$ cat config.mk
export PLATFORM = sky130hd
export DESIGN_NAME = noise_detect_stream
export DESIGN_NICKNAME = d
export VERILOG_FILES = /design/src/rtl/noise_detect_stream.sv
export SDC_FILE = /design/constraint.sdc
export NUM_CORES = 1
export LEC_CHECK = 0
export BUFFER_PORTS_ARGS = -buffer_cell sky130_fd_sc_hd__buf_4
export CAP_MARGIN = 20
export CORE_MARGIN = 3
export CORE_UTILIZATION = 40
export CTS_BUF_LIST = sky130_fd_sc_hd__clkbuf_4
export CTS_CLUSTER_DIAMETER = 80
export DETAILED_ROUTE_END_ITERATION = 16
export PLACE_DENSITY_LB_ADDON = 0.12
export SKIP_LAST_GASP = 1
export SYNTH_ARGS = -nofsm -noshare
export SYNTH_HDL_FRONTEND = slang
export SYNTH_SLANG_ARGS = --single-unit
$ cat constraint.sdc
create_clock -name clk -period 10.64 [get_ports clk]
set_clock_uncertainty 0.05 [all_clocks]
set_input_delay 0.532 -clock clk [delete_from_list [all_inputs] [get_ports clk]]
set_output_delay 0.532 -clock clk [all_outputs]
set_load 0.02 [all_outputs]
$ cat src/rtl/noise_detect_stream.sv
// Per-channel salt-and-pepper flagging on a valid/ready stream with a saturating per-frame count.
// Latency 1 beat; s_ready = !m_valid || m_ready, so the output register stalls in place under backpressure.
module noise_detect_stream #(
    parameter int DATA_WIDTH = 8,
    parameter int CHANNELS   = 3,
    parameter int T1_INIT    = 0,
    parameter int T2_INIT    = 255,
    parameter int CNT_WIDTH  = 20
) (
    input  logic                           clk,
    input  logic                           rst,
    input  logic                           cfg_we,
    input  logic [DATA_WIDTH-1:0]          cfg_t1,
    input  logic [DATA_WIDTH-1:0]          cfg_t2,
    input  logic                           s_valid,
    output logic                           s_ready,
    input  logic [CHANNELS*DATA_WIDTH-1:0] s_data,
    input  logic                           s_last,
    output logic                           m_valid,
    input  logic                           m_ready,
    output logic [CHANNELS*DATA_WIDTH-1:0] m_data,
    output logic [CHANNELS-1:0]            m_noise,
    output logic                           m_last,
    output logic                           cnt_valid,
    output logic [CNT_WIDTH-1:0]           cnt_value,
    output logic                           cnt_sat
);
    localparam int PW = $clog2(CHANNELS + 1);
    localparam int SW = CNT_WIDTH + PW;
    localparam logic [SW-1:0] MAX_EXT = SW'({CNT_WIDTH{1'b1}});

    logic [DATA_WIDTH-1:0]          r_t1_sh, r_t2_sh, r_t1_act, r_t2_act;
    logic                           r_in_frame;
    logic [CNT_WIDTH-1:0]           r_acc;
    logic                           r_acc_sat;
    logic                           r_m_valid, r_m_last, r_cnt_valid, r_cnt_sat;
    logic [CHANNELS*DATA_WIDTH-1:0] r_m_data;
    logic [CHANNELS-1:0]            r_m_noise;
    logic [CNT_WIDTH-1:0]           r_cnt_value;

    logic [DATA_WIDTH-1:0] w_t1_eff, w_t2_eff;
    logic [CHANNELS-1:0]   w_flags;
    logic [PW-1:0]         w_pop;
    logic [SW-1:0]         w_sum;
    logic                  w_ovf;
    logic [CNT_WIDTH-1:0]  w_acc_next;
    logic                  w_accept;

    // Thresholds are latched into the active pair on every beat, so they only move at frame starts.
    assign w_t1_eff = r_in_frame ? r_t1_act : r_t1_sh;
    assign w_t2_eff = r_in_frame ? r_t2_act : r_t2_sh;

    always_comb begin
        w_flags = '0;
        w_pop   = '0;
        for (int k = 0; k < CHANNELS; k++) begin
            w_flags[k] = (s_data[k*DATA_WIDTH +: DATA_WIDTH] <= w_t1_eff) ||
                         (s_data[k*DATA_WIDTH +: DATA_WIDTH] >= w_t2_eff);
            w_pop      = w_pop + PW'(w_flags[k]);
        end
    end

    assign w_sum      = {{PW{1'b0}}, r_acc} + SW'(w_pop);
    assign w_ovf      = w_sum > MAX_EXT;
    assign w_acc_next = w_ovf ? {CNT_WIDTH{1'b1}} : w_sum[CNT_WIDTH-1:0];

    assign s_ready  = !r_m_valid || m_ready;
    assign w_accept = s_valid && s_ready;

    always_ff @(posedge clk) begin
        if (rst) begin
            r_t1_sh     <= DATA_WIDTH'(T1_INIT);
            r_t2_sh     <= DATA_WIDTH'(T2_INIT);
            r_t1_act    <= DATA_WIDTH'(T1_INIT);
            r_t2_act    <= DATA_WIDTH'(T2_INIT);
            r_in_frame  <= 1'b0;
            r_acc       <= '0;
            r_acc_sat   <= 1'b0;
            r_m_valid   <= 1'b0;
            r_m_data    <= '0;
            r_m_noise   <= '0;
            r_m_last    <= 1'b0;
            r_cnt_valid <= 1'b0;
            r_cnt_value <= '0;
            r_cnt_sat   <= 1'b0;
        end else begin
            r_cnt_valid <= 1'b0;
            if (cfg_we) begin
                r_t1_sh <= cfg_t1;
                r_t2_sh <= cfg_t2;
            end
            if (w_accept) begin
                r_m_valid  <= 1'b1;
                r_m_data   <= s_data;
                r_m_noise  <= w_flags;
                r_m_last   <= s_last;
                r_t1_act   <= w_t1_eff;
                r_t2_act   <= w_t2_eff;
                r_in_frame <= !s_last;
                if (s_last) begin
                    r_cnt_valid <= 1'b1;
                    r_cnt_value <= w_acc_next;
                    r_cnt_sat   <= r_acc_sat || w_ovf;
                    r_acc       <= '0;
                    r_acc_sat   <= 1'b0;
                end else begin
                    r_acc       <= w_acc_next;
                    r_acc_sat   <= r_acc_sat || w_ovf;
                end
            end else if (m_ready) begin
                r_m_valid <= 1'b0;
            end
        end
    end

    assign m_valid   = r_m_valid;
    assign m_data    = r_m_data;
    assign m_noise   = r_m_noise;
    assign m_last    = r_m_last;
    assign cnt_valid = r_cnt_valid;
    assign cnt_value = r_cnt_value;
    assign cnt_sat   = r_cnt_sat;
endmodule

==> metrics.sh, run 1 <==
SYN-CELL-AREA_MM2=0.00552
DPL.HPWL_MM=11.1
LAYOUT.FILLER_CELLS=1343
PEAKVDDDROP_mV=0.0858
CRIT_SLOWEST_CELL='dfxtp_1'
CTS_TREE='built'
POST_CTS.RESIZED_INSTANCES=0
WORST_SKEW_PAIR_LATENCY_NS=0.50
WORST_PATH_DOMINANT_CELL_FAMILY='adder cells'
CAP_VIOLATIONS=0
VIAS=4863
NETS=810
TIMING.CRITICAL_PATH.BUF_INV=2
FINAL.SETUP.TNS_NS=0
H_TREE_LEVELS=3
IO_BUFFER_COUNT=97
SYNTH_WARNINGS=0
SYNTH.AREA.TOP_CELLS='dfxtp_1, ha_1, nand2_1, a21oi_1, mux2i_1'
YOSYS_MOST_USED_DFF='dfxtp_1'
DETAILEDROUTE.FIRSTITERATIONVIOLATIONS=340
SYN_NETS=735
TIGHTESTPINTRANSITION_NS=0.912
CLOCK_PATH_BUFFERS=2
YS_ASYNC_SR_FRACTION_PCT=0
CRIT_PATH_CELL_TRACE='mux2i_1, ha_1, o21ai_0, o21bai_1, a221oi_1, fa_1, inv_1, ha_1, inv_1, fa_1, and4b_4, nand2_1, nor2_4, nor2_1, a311oi_1'
TRITONCTS_BUFFER_COUNT=9
DETAIL_ROUTE.FIRST_PASS.ITERATIONS=5
NUMBER_OF_INSTANCES_IN_THE_SYNTHESIZED_NETLIST=637
CP-START-KIND='register'
DIEWIDTH_UM=123
CRIT_REQUIRED_NS=11.01
DRTANTENNAVIOLNETS=0
NUMBER_OF_ENABLE_FLIP_FLOP_CELLS_AFTER_SYNTHESIS=0
R2R_SETUP_SLACK_NS=5.24
ROUTING_USAGE_ON_MET2_PCT=35.6
FIRST_GLOBAL_VIAS=4683
P_COMB_SHARE_PCT=22.0
FINALWORSTPATHREQUIREDPERIOD_NS=5.40
POWER.SEQUENTIAL.FRACTION_PCT=51.1
GRT_ANTENNA_BEFORE_REPAIR=0
MAX_SLEW_MARGIN_PCT=39.1
MIN_PATH_TYPE='primary input to register'
RR_WORST_DEPTH=15
LAYOUT-AREA-OVERHEAD-VS-SYNTH_PCT=17.5
MIN_DELAY_PATH_DEPTH=2
GRT_FIRST_PASS_WIRELENGTH_MM=24.5
FP.DIEH_UM=123
WL_PER_CELL_UM=17.0
DRC=0
SYNTHDISTINCTLIBCELLS=63
CTS_SETUP_BUFFERS=0
SLEW_VIOLATIONS=0
DIE_AREA_MM2=0.0152
MAX_FREQ_MHz=185
FINAL.PERIOD_UTILIZATION_PCT=50.8
CRITICALPATHCATEGORY='register to register'
LARGEST_NET_DEGREE_AT_THE_START_OF_GLOBAL_ROUTING=70
WORST_SETUP_HOLD_PATH_CLK_SLEW_NS=0.17
CTS-ROOT-BUF='clkbuf_4'
NETLIST.AREA_LEADER.SHARE_PCT=38.1
INTPOWER_uW=566
NUM_IO_PINS=98
TIMING.CRITICAL_PATH.FANOUT_MAX=17
GPL.FINAL_WEIGHTED_CONGESTION=0.831
GR-USAGE-MET1_PCT=25.9
INITIAL_CORE_UTIL_PCT=41.3
ROUTED_VIA_DENSITY=5.45
ROUTE.FINAL.WIRE_LENGTH_MM=15.2
SYNTH.LARGEST_AREA_CELL='dfxtp_1'
CLKSINKCOUNT=105
CLOCK_POWER_SHARE_PCT=27.0
GRT_USAGE_PCT=20.7
CRIT_PATH_MAX_INCR_DELAY_NS=0.96
SYNTH-SEQ-CELLS=105
SETUP_FAILING_EPS_FINAL=0
TOTAL_POWER_uW=835
TIMING.CRITICAL_PATH.TO_TYPE='register'
GRT_MOST_USED_LAYER='met2'
POSTSYNTHAREAPERCELL_UM2=8.66
CP_NUM_CELLS=15
PLACEMENTROWS=42
GRT_REMAINING_OVERFLOW=0
RSZ0062_AT_GRT='false'
WORST_EP_ARRIVAL_TIME_NS=5.77
ANTENNADIODECOUNT=0
CORE_REGION_AREA_MM2=0.0133
POWER.STATIC_LEAKAGE_uW=0.00283
POSTCTSHOLDBUFS=0
DRIVE_ABOVE_1_SHARE_PCT=19.4
GRT_UTIL_MET3_PCT=4.48
HOLD_VIOL_FINAL=0
POWER_SWITCHING_uW=269
POWER.SHARE.SWITCHING_PCT=32.2
POWER_DENSITY_CELLS_mW_PER_MM2=129
RUN_STATUS='finished clean'
SEQUENTIAL_AREA_SHARE_AFTER_SYNTHESIS_PCT=38.1
## cells in the mapped netlist, types with 5 or more instances
cell type	n
a211o_1	15
a211oi_1	13
a21o_1	5
a21oi_1	51
a31oi_1	6
and3_1	14
buf_1	5
buf_2	18
clkbuf_1	12
dfxtp_1	105
ha_1	50
inv_1	11
mux2i_1	23
nand2_1	106
nand2b_1	5
nand3_1	16
nand4_1	5
nor2_1	51
nor2b_1	12
nor3_1	7
o211ai_1	8
o21a_1	5
o21ai_0	21
o21ai_1	11
xnor2_1	7
## routing by layer
metal / part of all wire, % / vias to the layer above
met3: 3.8 / 18
met4: 1.8 / 0
met1: 46 / 2316
met2: 48 / 108
met5: 0 / -
li1: - / 2421
## sequential cells by signal, indices dropped and copies added, names as in the netlist, 3 cells and up
register   flops
cnt_value     20
m_data        24
m_noise        3
r_acc         20
r_t1_act       8
r_t1_sh        8
r_t2_act       8
r_t2_sh        8
## worst reg2reg max path, stage by stage (launching register included)
cell and delay, ns:
dfxtp_1 0.96, mux2i_1 0.68, ha_1 0.35, o21ai_0 0.17
o21bai_1 0.12, a221oi_1 0.49, fa_1 0.50, inv_1 0.07
ha_1 0.18, inv_1 0.06, fa_1 0.44, and4b_4 0.41
nand2_1 0.14, nor2_4 0.38, nor2_1 0.08, a311oi_1 0.26
## final timing paths
check	start	to
min reg2reg	cnt_value[6]$_SDFFE_PP0P_	cnt_value[6]$_SDFFE_PP0P_
min	cfg_t2[4]	r_t2_sh[4]$_SDFFE_PP1P_
max	r_in_frame$_SDFFE_PP0P_	r_acc[11]$_SDFFE_PP0P_
max reg2reg	r_in_frame$_SDFFE_PP0P_	r_acc[11]$_SDFFE_PP0P_
## cell families after synthesis
family	Yosys count	share of synthesized area [%]
fa+ha+maj	52	12.1
flops	105	38.1
compound gates	157	18.6
simple gates	240	21.3
buf+inv	49	3.95
mux	25	4.58
xor+xnor	9	1.43
## layout make-up
class                           count  area [um^2]  area share (%)
Multi-Input combinational cell    483         3200            49.3
Clock inverter                      7         90.1            1.39
Sequential cell                   105         2100            32.4
Tap cell                          176          220            3.40
Clock buffer                        9         67.6            1.04
Inverter                           12         45.0           0.695
Timing Repair Buffer              101          758            11.7
## placed cells by master (no fill, tap or decap), drive strengths merged, types with 3 or more instances in the layout
cell type,Yosys,final
nand2,106,106
dfxtp,105,105
buf,25,101
a21oi,53,53
nor2,52,52
ha,50,50
o21ai,32,32
mux2i,23,23
nand3,18,18
a211o,15,15
and3,15,15
a211oi,14,14
inv,12,14
nor2b,13,13
clkbuf,12,9
o211ai,9,9
nor3,8,8
xnor2,7,7
a31oi,6,6
nand4,6,6
nand2b,5,5
o21a,5,5
a21o,5,5
clkinv,0,4
nand3b,3,3
o21bai,3,3
a22o,3,3
and4,3,3
## power by group through the flow
stage               Combinational (uW)  Sequential (uW)  Clock (uW)
global route                       205              429         248
CTS                                184              427         236
floorplan                          111              439           0
global placement                   179              434           0
finish                             183              427         225
detailed placement                 183              435           0
## per-stage QoR
stage	instances	instance area, um^2	setup WS, ns	hold slack, ns	util [%]
5_1_grt	893	6480	4.87	0.120	48.6
2_1_floorplan	637	5520	6.02	0.375	-
6_report	893	6480	5.24	0.176	48.6
3_5_place_dp	877	6320	5.25	0.380	47.4
4_1_cts	893	6480	5.22	0.131	48.6
3_3_place_gp	877	6320	5.39	0.377	47.4
(Power assumes the default switching activity.)
==> inputs of run 2 (changes only) <==
clock period = 4.55 ns   (was 10.64 ns; I/O delays follow)
==> metrics.sh, run 2 (same netlist as run 1, synthesis figures left out) <==
RUN_STATUS='finished clean'  # unchanged
LARGEST_REG_FLOPS=24  # unchanged
SETUP_FAILING_EPS_FINAL=0  # unchanged
LAYOUT.FILLER_CELLS=1248  # was 1343
GRT_ANTENNA_BEFORE_REPAIR=1  # was 0
CTS_TREE='built'  # unchanged
IO_BUFFER_COUNT=97  # unchanged
FINAL.PERIOD_UTILIZATION_PCT=94.1  # was 50.8%
GRT_FIRST_PASS_WIRELENGTH_MM=26.3  # was 24.5 mm
CP-START-KIND='register'  # unchanged
CRIT_PATH_CELL_TRACE='buf_4, mux2i_1, buf_4, ha_1, and3_1, o21a_1, o21ai_0, a221oi_1, buf_4, fa_1, inv_1, ha_1, inv_1, fa_1, and4b_4, nand2_1, nor2_4, buf_12, nor2_1, a311oi_1'  # was mux2i_1, ha_1, o21ai_0, o21bai_1, a221oi_1, fa_1, inv_1, ha_1, inv_1, fa_1, and4b_4, nand2_1, nor2_4, nor2_1, a311oi_1
CRIT_REQUIRED_NS=4.91  # was 11.01 ns
FIN_WORST_HOLD_SLACK_NS=0.135  # was 0.176 ns
POWER_DENSITY_CELLS_mW_PER_MM2=277  # was 129 mW/mm^2
NETS=882  # was 810
DRTANTENNAVIOLNETS=0  # unchanged
LAYOUT-AREA-OVERHEAD-VS-SYNTH_PCT=29.6  # was 17.5%
CTS-ROOT-BUF='clkbuf_4'  # unchanged
WORST_SKEW_PAIR_LATENCY_NS=0.49  # was 0.50 ns
CAP_VIOLATIONS=0  # unchanged
CLOCK_PATH_BUFFERS=2  # unchanged
SLEW_VIOLATIONS=0  # unchanged
POST_DP_CELL_AREA_MM2=0.00651  # was 0.00632 mm^2
MAX_FREQ_MHz=234  # was 185 MHz
DPL.HPWL_MM=11.3  # was 11.1 mm
CRIT_PATH_MAX_INCR_DELAY_NS=0.40  # was 0.96 ns
DETAILEDROUTE.FIRSTITERATIONVIOLATIONS=317  # was 340
INITIAL_CORE_UTIL_PCT=41.3  # unchanged
TIMING.CRITICAL_PATH.TO_TYPE='register'  # unchanged
GRT_REMAINING_OVERFLOW=0  # unchanged
HOLD_VIOL_FINAL=0  # unchanged
DETAILROUTE.WIRELENGTH.MET2_MM=7.87  # was 7.38 mm
LAYOUT_COMMONEST_CELL='buf_4'  # was nand2_1
CLKSINKCOUNT=105  # unchanged
PLACEMENTROWS=42  # unchanged
DIEWIDTH_UM=123  # unchanged
NUM_IO_PINS=98  # unchanged
DETAIL_ROUTE.FIRST_PASS.ITERATIONS=4  # was 5
WORST_SETUP_HOLD_PATH_CLK_SLEW_NS=0.15  # was 0.17 ns
H_TREE_LEVELS=3  # unchanged
TIMING.CRITICAL_PATH.FANOUT_MAX=6  # was 17
CORE_REGION_AREA_MM2=0.0133  # unchanged
MAX_SLEW_MARGIN_PCT=45.5  # was 39.1%
TIGHTESTPINTRANSITION_NS=0.812  # was 0.912 ns
POWER.STATIC_LEAKAGE_uW=0.00315  # was 0.00283 uW
TOP_SIGNAL_LAYER_USED='met4'  # unchanged
MIN_PATH_TYPE='primary input to register'  # unchanged
MET3_WIRELENGTH_UM=632  # was 585 um
FINISH.CELL_COUNT_WITHOUT_FILLERS=967  # was 893
DIE_AREA_MM2=0.0152  # unchanged
FP.DIEH_UM=123  # unchanged
DESIGN_AREA_MM2=0.00715  # was 0.00648 mm^2
FIRST_GLOBAL_VIAS=5167  # was 4683
ROUTED_VIA_DENSITY=5.26  # was 5.45
DRC=0  # unchanged
VIAS=5082  # was 4863
GPL.FINAL_WEIGHTED_CONGESTION=0.904  # was 0.831
ROUTE.LAYER.MET1.WL_MM=7.04  # was 6.97 mm
FINALWORSTPATHREQUIREDPERIOD_NS=4.28  # was 5.40 ns
ROUTE.FINAL.WIRE_LENGTH_MM=15.9  # was 15.2 mm
WORST_EP_ARRIVAL_TIME_NS=4.64  # was 5.77 ns
CRIT_SLOWEST_CELL='fa_1'  # was dfxtp_1
POSTLAYOUTSETUPSLACKWORST_NS=0.269  # was 5.24 ns
FINAL.SETUP.TNS_NS=0  # unchanged
POST-PLACE-CELLS=902  # was 877
GRT_USAGE_PCT=22.0  # was 20.7%
PEAKVDDDROP_mV=0.257  # was 0.0858 mV
MOST-COMMON-LAYOUT-CELLS='buf_4, nand2_1, dfxtp_1, a21oi_1'  # was nand2_1, dfxtp_1, buf_4, a21oi_1, nor2_1
DRIVE_ABOVE_1_SHARE_PCT=22.1  # was 19.4%
CP_COMMON_CELL='buf_4'
DPL_WORST_SLACK_NS=0.0967  # was 5.25 ns
WL_PER_CELL_UM=16.4  # was 17.0 um
CRITICALPATHCATEGORY='register to register'  # unchanged
LARGEST_NET_DEGREE_AT_THE_START_OF_GLOBAL_ROUTING=70  # unchanged
TRITONCTS_BUFFER_COUNT=9  # unchanged
-- run 2: cell count changes in the layout (fill, tap and decap cells not counted), moves of 2 or more --
| cell | previous run | this run |
|---|---|---|
| clkinv_4 | 3 | 0 |
| buf_4 | 101 | 128 |
| clkinv_2 | 0 | 3 |
| clkbuf_4 | 9 | 11 |
| diode_2 | 0 | 2 |
| dlygate4sd3_1 | 0 | 43 |
| and3_1 | 14 | 12 |
-- run 2: worst paths after layout --
kind,cells after the start,endpoint,startpoint,slack (ns)
setup / recovery,20,r_acc[11]$_SDFFE_PP0P_,r_in_frame$_SDFFE_PP0P_,0.27
hold / removal,2,r_t2_sh[4]$_SDFFE_PP1P_,cfg_we,0.13
setup reg to reg,20,r_acc[11]$_SDFFE_PP0P_,r_in_frame$_SDFFE_PP0P_,0.27
hold reg to reg,2,cnt_value[2]$_SDFFE_PP0P_,cnt_value[2]$_SDFFE_PP0P_,0.40
-- run 2: critical path: cells and delay by family (launching register included) --
family | cells | cell delay (ns)
adder cells (fa/ha/maj) | 4 | 1.26
flip-flops | 1 | 0.37
buffers and inverters | 6 | 0.78
AO/OA/AOI/OAI | 4 | 0.75
multiplexers | 1 | 0.12
AND/OR/NAND/NOR | 5 | 0.89
-- run 2: layer usage --
layer	vias up	global-route usage (%)
met1	2402	27.0
li1	2553	-
met2	102	38.1
met4	0	7.20
met5	-	0
met3	25	5.17
-- run 2: final cells by class --
class / count / area (um^2) / area share [%]
Timing Repair Buffer: 173 / 1420 / 19.9
Sequential cell: 105 / 2100 / 29.4
Antenna cell: 2 / 5.00 / 0.0700
Clock buffer: 11 / 82.6 / 1.16
Multi-Input combinational cell: 483 / 3220 / 45.0
Tap cell: 176 / 220 / 3.08
Clock inverter: 5 / 53.8 / 0.753
Inverter: 12 / 45.0 / 0.630
-- run 2: repair_timing --
item | 4_1_cts | 5_1_grt
hold buffers | 43 | 0
resized for setup | 0 | 7
setup buffers | 0 | 4
setup endpoints to repair | 0 | 34
endpoints found under the hold margin | 43 | 0
-- run 2: where the power goes --
group	switching, uW	internal (uW)
Combinational	266	225
Clock	316	180
Sequential	28.0	965
Total	610	1370
-- run 2: per-stage QoR --
| step | total power [uW] | util [%] |
|---|---|---|
| CTS | 2000 | 53.0 |
| global route | 2100 | 53.6 |
| finish | 1980 | 53.6 |
| detailed placement | 1470 | 48.8 |
| floorplan | 1290 | - |
| global placement | 1460 | 48.8 |
==> inputs of run 3 (changes only) <==
ABC_AREA = 1   (was default)
==> metrics.sh, run 3 <==
NUMBER_OF_ENABLE_FLIP_FLOP_CELLS_AFTER_SYNTHESIS=0  # unchanged
LAYOUT_COMMONEST_CELL='nand2_1'  # was buf_4
NETLIST_TOP_CELLS_COUNT='nand2_1, dfxtp_1, nor2_1'  # was nand2_1, dfxtp_1, a21oi_1, nor2_1, ha_1
DPL.HPWL_MM=10.8  # was 11.3 mm
CRITICALPATHCATEGORY='register to register'  # unchanged
CTS_SETUP_BUFFERS=0  # unchanged
POWER.STATIC_LEAKAGE_uW=0.00329  # was 0.00315 uW
SEQ_AREA_MM2=0.00210  # about the same
DRC=0  # unchanged
CLOCK_PATH_BUFFERS=2  # unchanged
CTS-ROOT-BUF='clkbuf_4'  # unchanged
PLACEMENTROWS=42  # unchanged
GRT_ANTENNA_BEFORE_REPAIR=0  # was 1
CRIT_PATH_CELL_TRACE='buf_4, mux2i_1, ha_1, nand2_1, inv_1, nor3_1, nand2_1, nand2_1, nor2_1, fa_1, inv_1, ha_1, inv_1, fa_1, nor2_4, nand2_4, nor2_8, nand4_4, nand2_1, nand2_1, a21oi_1'  # was buf_4, mux2i_1, buf_4, ha_1, and3_1, o21a_1, o21ai_0, a221oi_1, buf_4, fa_1, inv_1, ha_1, inv_1, fa_1, and4b_4, nand2_1, nor2_4, buf_12, nor2_1, a311oi_1
SLEW_VIOLATIONS=0  # unchanged
POST_DP_CELL_AREA_MM2=0.00641  # was 0.00651 mm^2
WORST_EP_ARRIVAL_TIME_NS=4.58  # was 4.64 ns
CTS_TREE='built'  # unchanged
GPL.FINAL_WEIGHTED_CONGESTION=0.920  # was 0.904
TIMING.CRITICAL_PATH.FANOUT_MAX=12  # was 6
SYNTH.LARGEST_AREA_CELL='dfxtp_1'  # unchanged
R2R-END='r_acc[9]$_SDFFE_PP0P_'  # was r_acc[11]$_SDFFE_PP0P_
DPL_WORST_SLACK_NS=0.223  # was 0.0967 ns
ROUTED_VIA_DENSITY=4.92  # was 5.26
GRT_FIRST_PASS_WIRELENGTH_MM=24.2  # was 26.3 mm
CRIT_SLOWEST_CELL='mux2i_1'  # was fa_1
GRT_USAGE_PCT=20.1  # was 22.0%
FINAL.PERIOD_UTILIZATION_PCT=92.7  # was 94.1%
RR_WORST_DEPTH=21  # was 20
ORIGIN_OF_THE_CRITICAL_FLOP_TO_FLOP_PATH='r_in_frame$_SDFFE_PP0P_'  # unchanged
DETAILEDROUTE.FIRSTITERATIONVIOLATIONS=288  # was 317
SYN-CELL-AREA_MM2=0.00553  # was 0.00552 mm^2
CP_COMMON_CELL='nand2_1'  # was buf_4
PEAKVDDDROP_mV=0.229  # was 0.257 mV
HOLD_END='r_t2_sh[4]$_SDFFE_PP1P_'  # unchanged
CRIT_REQUIRED_NS=4.92  # was 4.91 ns
WL_PER_CELL_UM=14.2  # was 16.4 um
TRITONCTS_BUFFER_COUNT=9  # unchanged
DRIVE_ABOVE_1_SHARE_PCT=18.4  # was 22.1%
SETUP_FAILING_EPS_FINAL=0  # unchanged
SYNTHDISTINCTLIBCELLS=32  # was 63
POWER_DENSITY_CELLS_mW_PER_MM2=294  # was 277 mW/mm^2
SYN_NETS=840  # was 735
FINALWORSTPATHREQUIREDPERIOD_NS=4.22  # was 4.28 ns
ROUTE.FINAL.WIRE_LENGTH_MM=14.9  # was 15.9 mm
TIMING.CRITICAL_PATH.BUF_INV=4  # was 6
SYNTH.AREA.TOP_CELLS='dfxtp_1, nand2_1, ha_1, nor2_1, a21oi_1'  # was dfxtp_1, ha_1, nand2_1, a21oi_1, mux2i_1
HOLD_VIOL_FINAL=0  # unchanged
YOSYS_MOST_USED_DFF='dfxtp_1'  # unchanged
INITIAL_CORE_UTIL_PCT=41.3  # about the same
NETLIST.AREA_LEADER.SHARE_PCT=38.0  # was 38.1%
YS_ASYNC_SR_FRACTION_PCT=0  # unchanged
POSTSYNTHAREAPERCELL_UM2=7.45  # was 8.66 um^2
DETAIL_ROUTE.FIRST_PASS.ITERATIONS=4  # unchanged
LARGEST_REG_FLOPS=24  # unchanged
FP.DIEH_UM=124  # was 123 um
DESIGN_AREA_MM2=0.00701  # was 0.00715 mm^2
IO_BUFFER_COUNT=97  # unchanged
MIN_PATH_TYPE='primary input to register'  # unchanged
R2R_SETUP_SLACK_NS=0.33  # was 0.27 ns
DIEWIDTH_UM=124  # was 123 um
SYNTH_WARNINGS=0  # unchanged
LAYOUT.FILLER_CELLS=1352  # was 1248
LARGEST_NET_DEGREE_AT_THE_START_OF_GLOBAL_ROUTING=63  # was 70
NETS=968  # was 882
CAP_VIOLATIONS=0  # unchanged
POSTLAYOUTSETUPSLACKWORST_NS=0.334  # was 0.269 ns
DIE_AREA_MM2=0.0153  # was 0.0152 mm^2
SEQUENTIAL_AREA_SHARE_AFTER_SYNTHESIS_PCT=38.0  # was 38.1%
NUMBER_OF_INSTANCES_IN_THE_SYNTHESIZED_NETLIST=742  # was 637
SYNTH-SEQ-CELLS=105  # unchanged
H_TREE_LEVELS=3  # unchanged
VIAS=5175  # was 5082
CORE_REGION_AREA_MM2=0.0134  # was 0.0133 mm^2
POST-PLACE-CELLS=993  # was 902
FIN_WORST_HOLD_SLACK_NS=0.0274  # was 0.135 ns
GRT_REMAINING_OVERFLOW=0  # unchanged
LAYOUT-AREA-OVERHEAD-VS-SYNTH_PCT=26.8  # was 29.6%
SYNTHMOSTINSTANTIATEDCELL='nand2_1'  # unchanged
HOLD_START='cfg_we'  # unchanged
MOST-COMMON-LAYOUT-CELLS='nand2_1, buf_4, dfxtp_1, nor2_1, a21oi_1'  # was buf_4, nand2_1, dfxtp_1, a21oi_1
FINISH.CELL_COUNT_WITHOUT_FILLERS=1051  # was 967
RUN_STATUS='finished clean'  # unchanged
CLKSINKCOUNT=105  # unchanged
TIMING.CRITICAL_PATH.TO_TYPE='register'  # unchanged
CRIT_PATH_MAX_INCR_DELAY_NS=0.46  # was 0.40 ns
MAX_SLEW_MARGIN_PCT=41.4  # was 45.5%
CP-START-KIND='register'  # unchanged
ANTENNADIODECOUNT=0  # was 2
WORST_SKEW_PAIR_LATENCY_NS=0.47  # was 0.49 ns
WORST_SETUP_HOLD_PATH_CLK_SLEW_NS=0.16  # was 0.15 ns
DRTANTENNAVIOLNETS=0  # unchanged
MIN_DELAY_PATH_DEPTH=3  # was 2
MAX_FREQ_MHz=237  # was 234 MHz
MULTI_INPUT_GATE_AREA_MM2=0.00313  # was 0.00322 mm^2
FIRST_GLOBAL_VIAS=4897  # was 5167
NUM_IO_PINS=98  # unchanged
TIGHTESTPINTRANSITION_NS=0.878  # was 0.812 ns
FINAL.SETUP.TNS_NS=0  # unchanged
WORST_PATH_DOMINANT_CELL_FAMILY='adder cells'  # unchanged
[run 3: cell types whose count changed after synthesis, moves of 9 or more]
cell,delta
nand2_1,+79
nor2_1,+43
inv_1,+32
o21ai_0,+30
nand3_1,+27
a211o_1,-15
and3_1,-14
nand2_2,+14
nor2b_1,-12
buf_2,-11
o21ai_1,-11
clkbuf_1,+10
mux2i_1,-9
[run 3: routing by layer]
metal	GRT usage (%)	share of wire, %	wire, um
met5	0	0	0
met4	6.02	1.2	175
met3	3.50	3.9	580
met2	32.6	45	6730
met1	27.4	50	7440
[run 3: power breakdown]
part	internal, uW	total (uW)	switching [uW]
Sequential	971	1000	31.7
Clock	235	548	313
Combinational	219	511	292
[run 3: metrics by stage]
stage,total power [uW],util [%]
floorplan,1320,-
global placement,1490,47.8
detailed placement,1500,47.8
CTS,2080,52.1
global route,2190,52.3
finish,2060,52.3
[run 3: logic make-up (layout without fill, tap and decap cells)]
kind of cell    count (synthesis)  after routing  share of synthesized area (%)
fa+ha+maj                      52             52                           12.0
simple gates                  362            362                           28.4
compound gates                122            122                           11.7
flops                         105            105                           38.0
mux                            14             14                           2.53
xor+xnor                        9              9                           1.42
buf+inv                        78            211                           5.93
[run 3: final cells by class]
| class | count | share of cell area, % |
|---|---|---|
| Clock inverter | 5 | 1.11 |
| Tap cell | 176 | 3.14 |
| Timing Repair Buffer | 151 | 17.7 |
| Clock buffer | 11 | 1.18 |
| Inverter | 44 | 2.35 |
| Multi-Input combinational cell | 559 | 44.6 |
| Sequential cell | 105 | 30.0 |
[run 3: how the worst max path moves through the flow]
stage	cells past startpoint	end	start
floorplan	20	r_acc[19]$_SDFFE_PP0P_	r_in_frame$_SDFFE_PP0P_
global placement	19	r_acc[19]$_SDFFE_PP0P_	r_in_frame$_SDFFE_PP0P_
detailed placement	19	r_acc[9]$_SDFFE_PP0P_	r_in_frame$_SDFFE_PP0P_
CTS	19	r_acc[9]$_SDFFE_PP0P_	r_in_frame$_SDFFE_PP0P_
global route	25	r_acc[13]$_SDFFE_PP0P_	r_in_frame$_SDFFE_PP0P_
finish	21	r_acc[9]$_SDFFE_PP0P_	r_in_frame$_SDFFE_PP0P_
[run 3: repair_timing]
action	in CTS	in global routing
hold buffers	42	0
hold endpoints to repair	40	0
endpoints found under the setup margin	0	18
resized for setup	0	7
[run 3: worst register-to-register path: stages, from the launching register on]
cell and delay (ns):
dfxtp_1 0.36, buf_4 0.24, mux2i_1 0.47, ha_1 0.34
nand2_1 0.08, inv_1 0.04, nor3_1 0.23, nand2_1 0.09
nand2_1 0.07, nor2_1 0.06, fa_1 0.43, inv_1 0.07
ha_1 0.18, inv_1 0.07, fa_1 0.43, nor2_4 0.22
nand2_4 0.12, nor2_8 0.13, nand4_4 0.17, nand2_1 0.15
nand2_1 0.06, a21oi_1 0.13
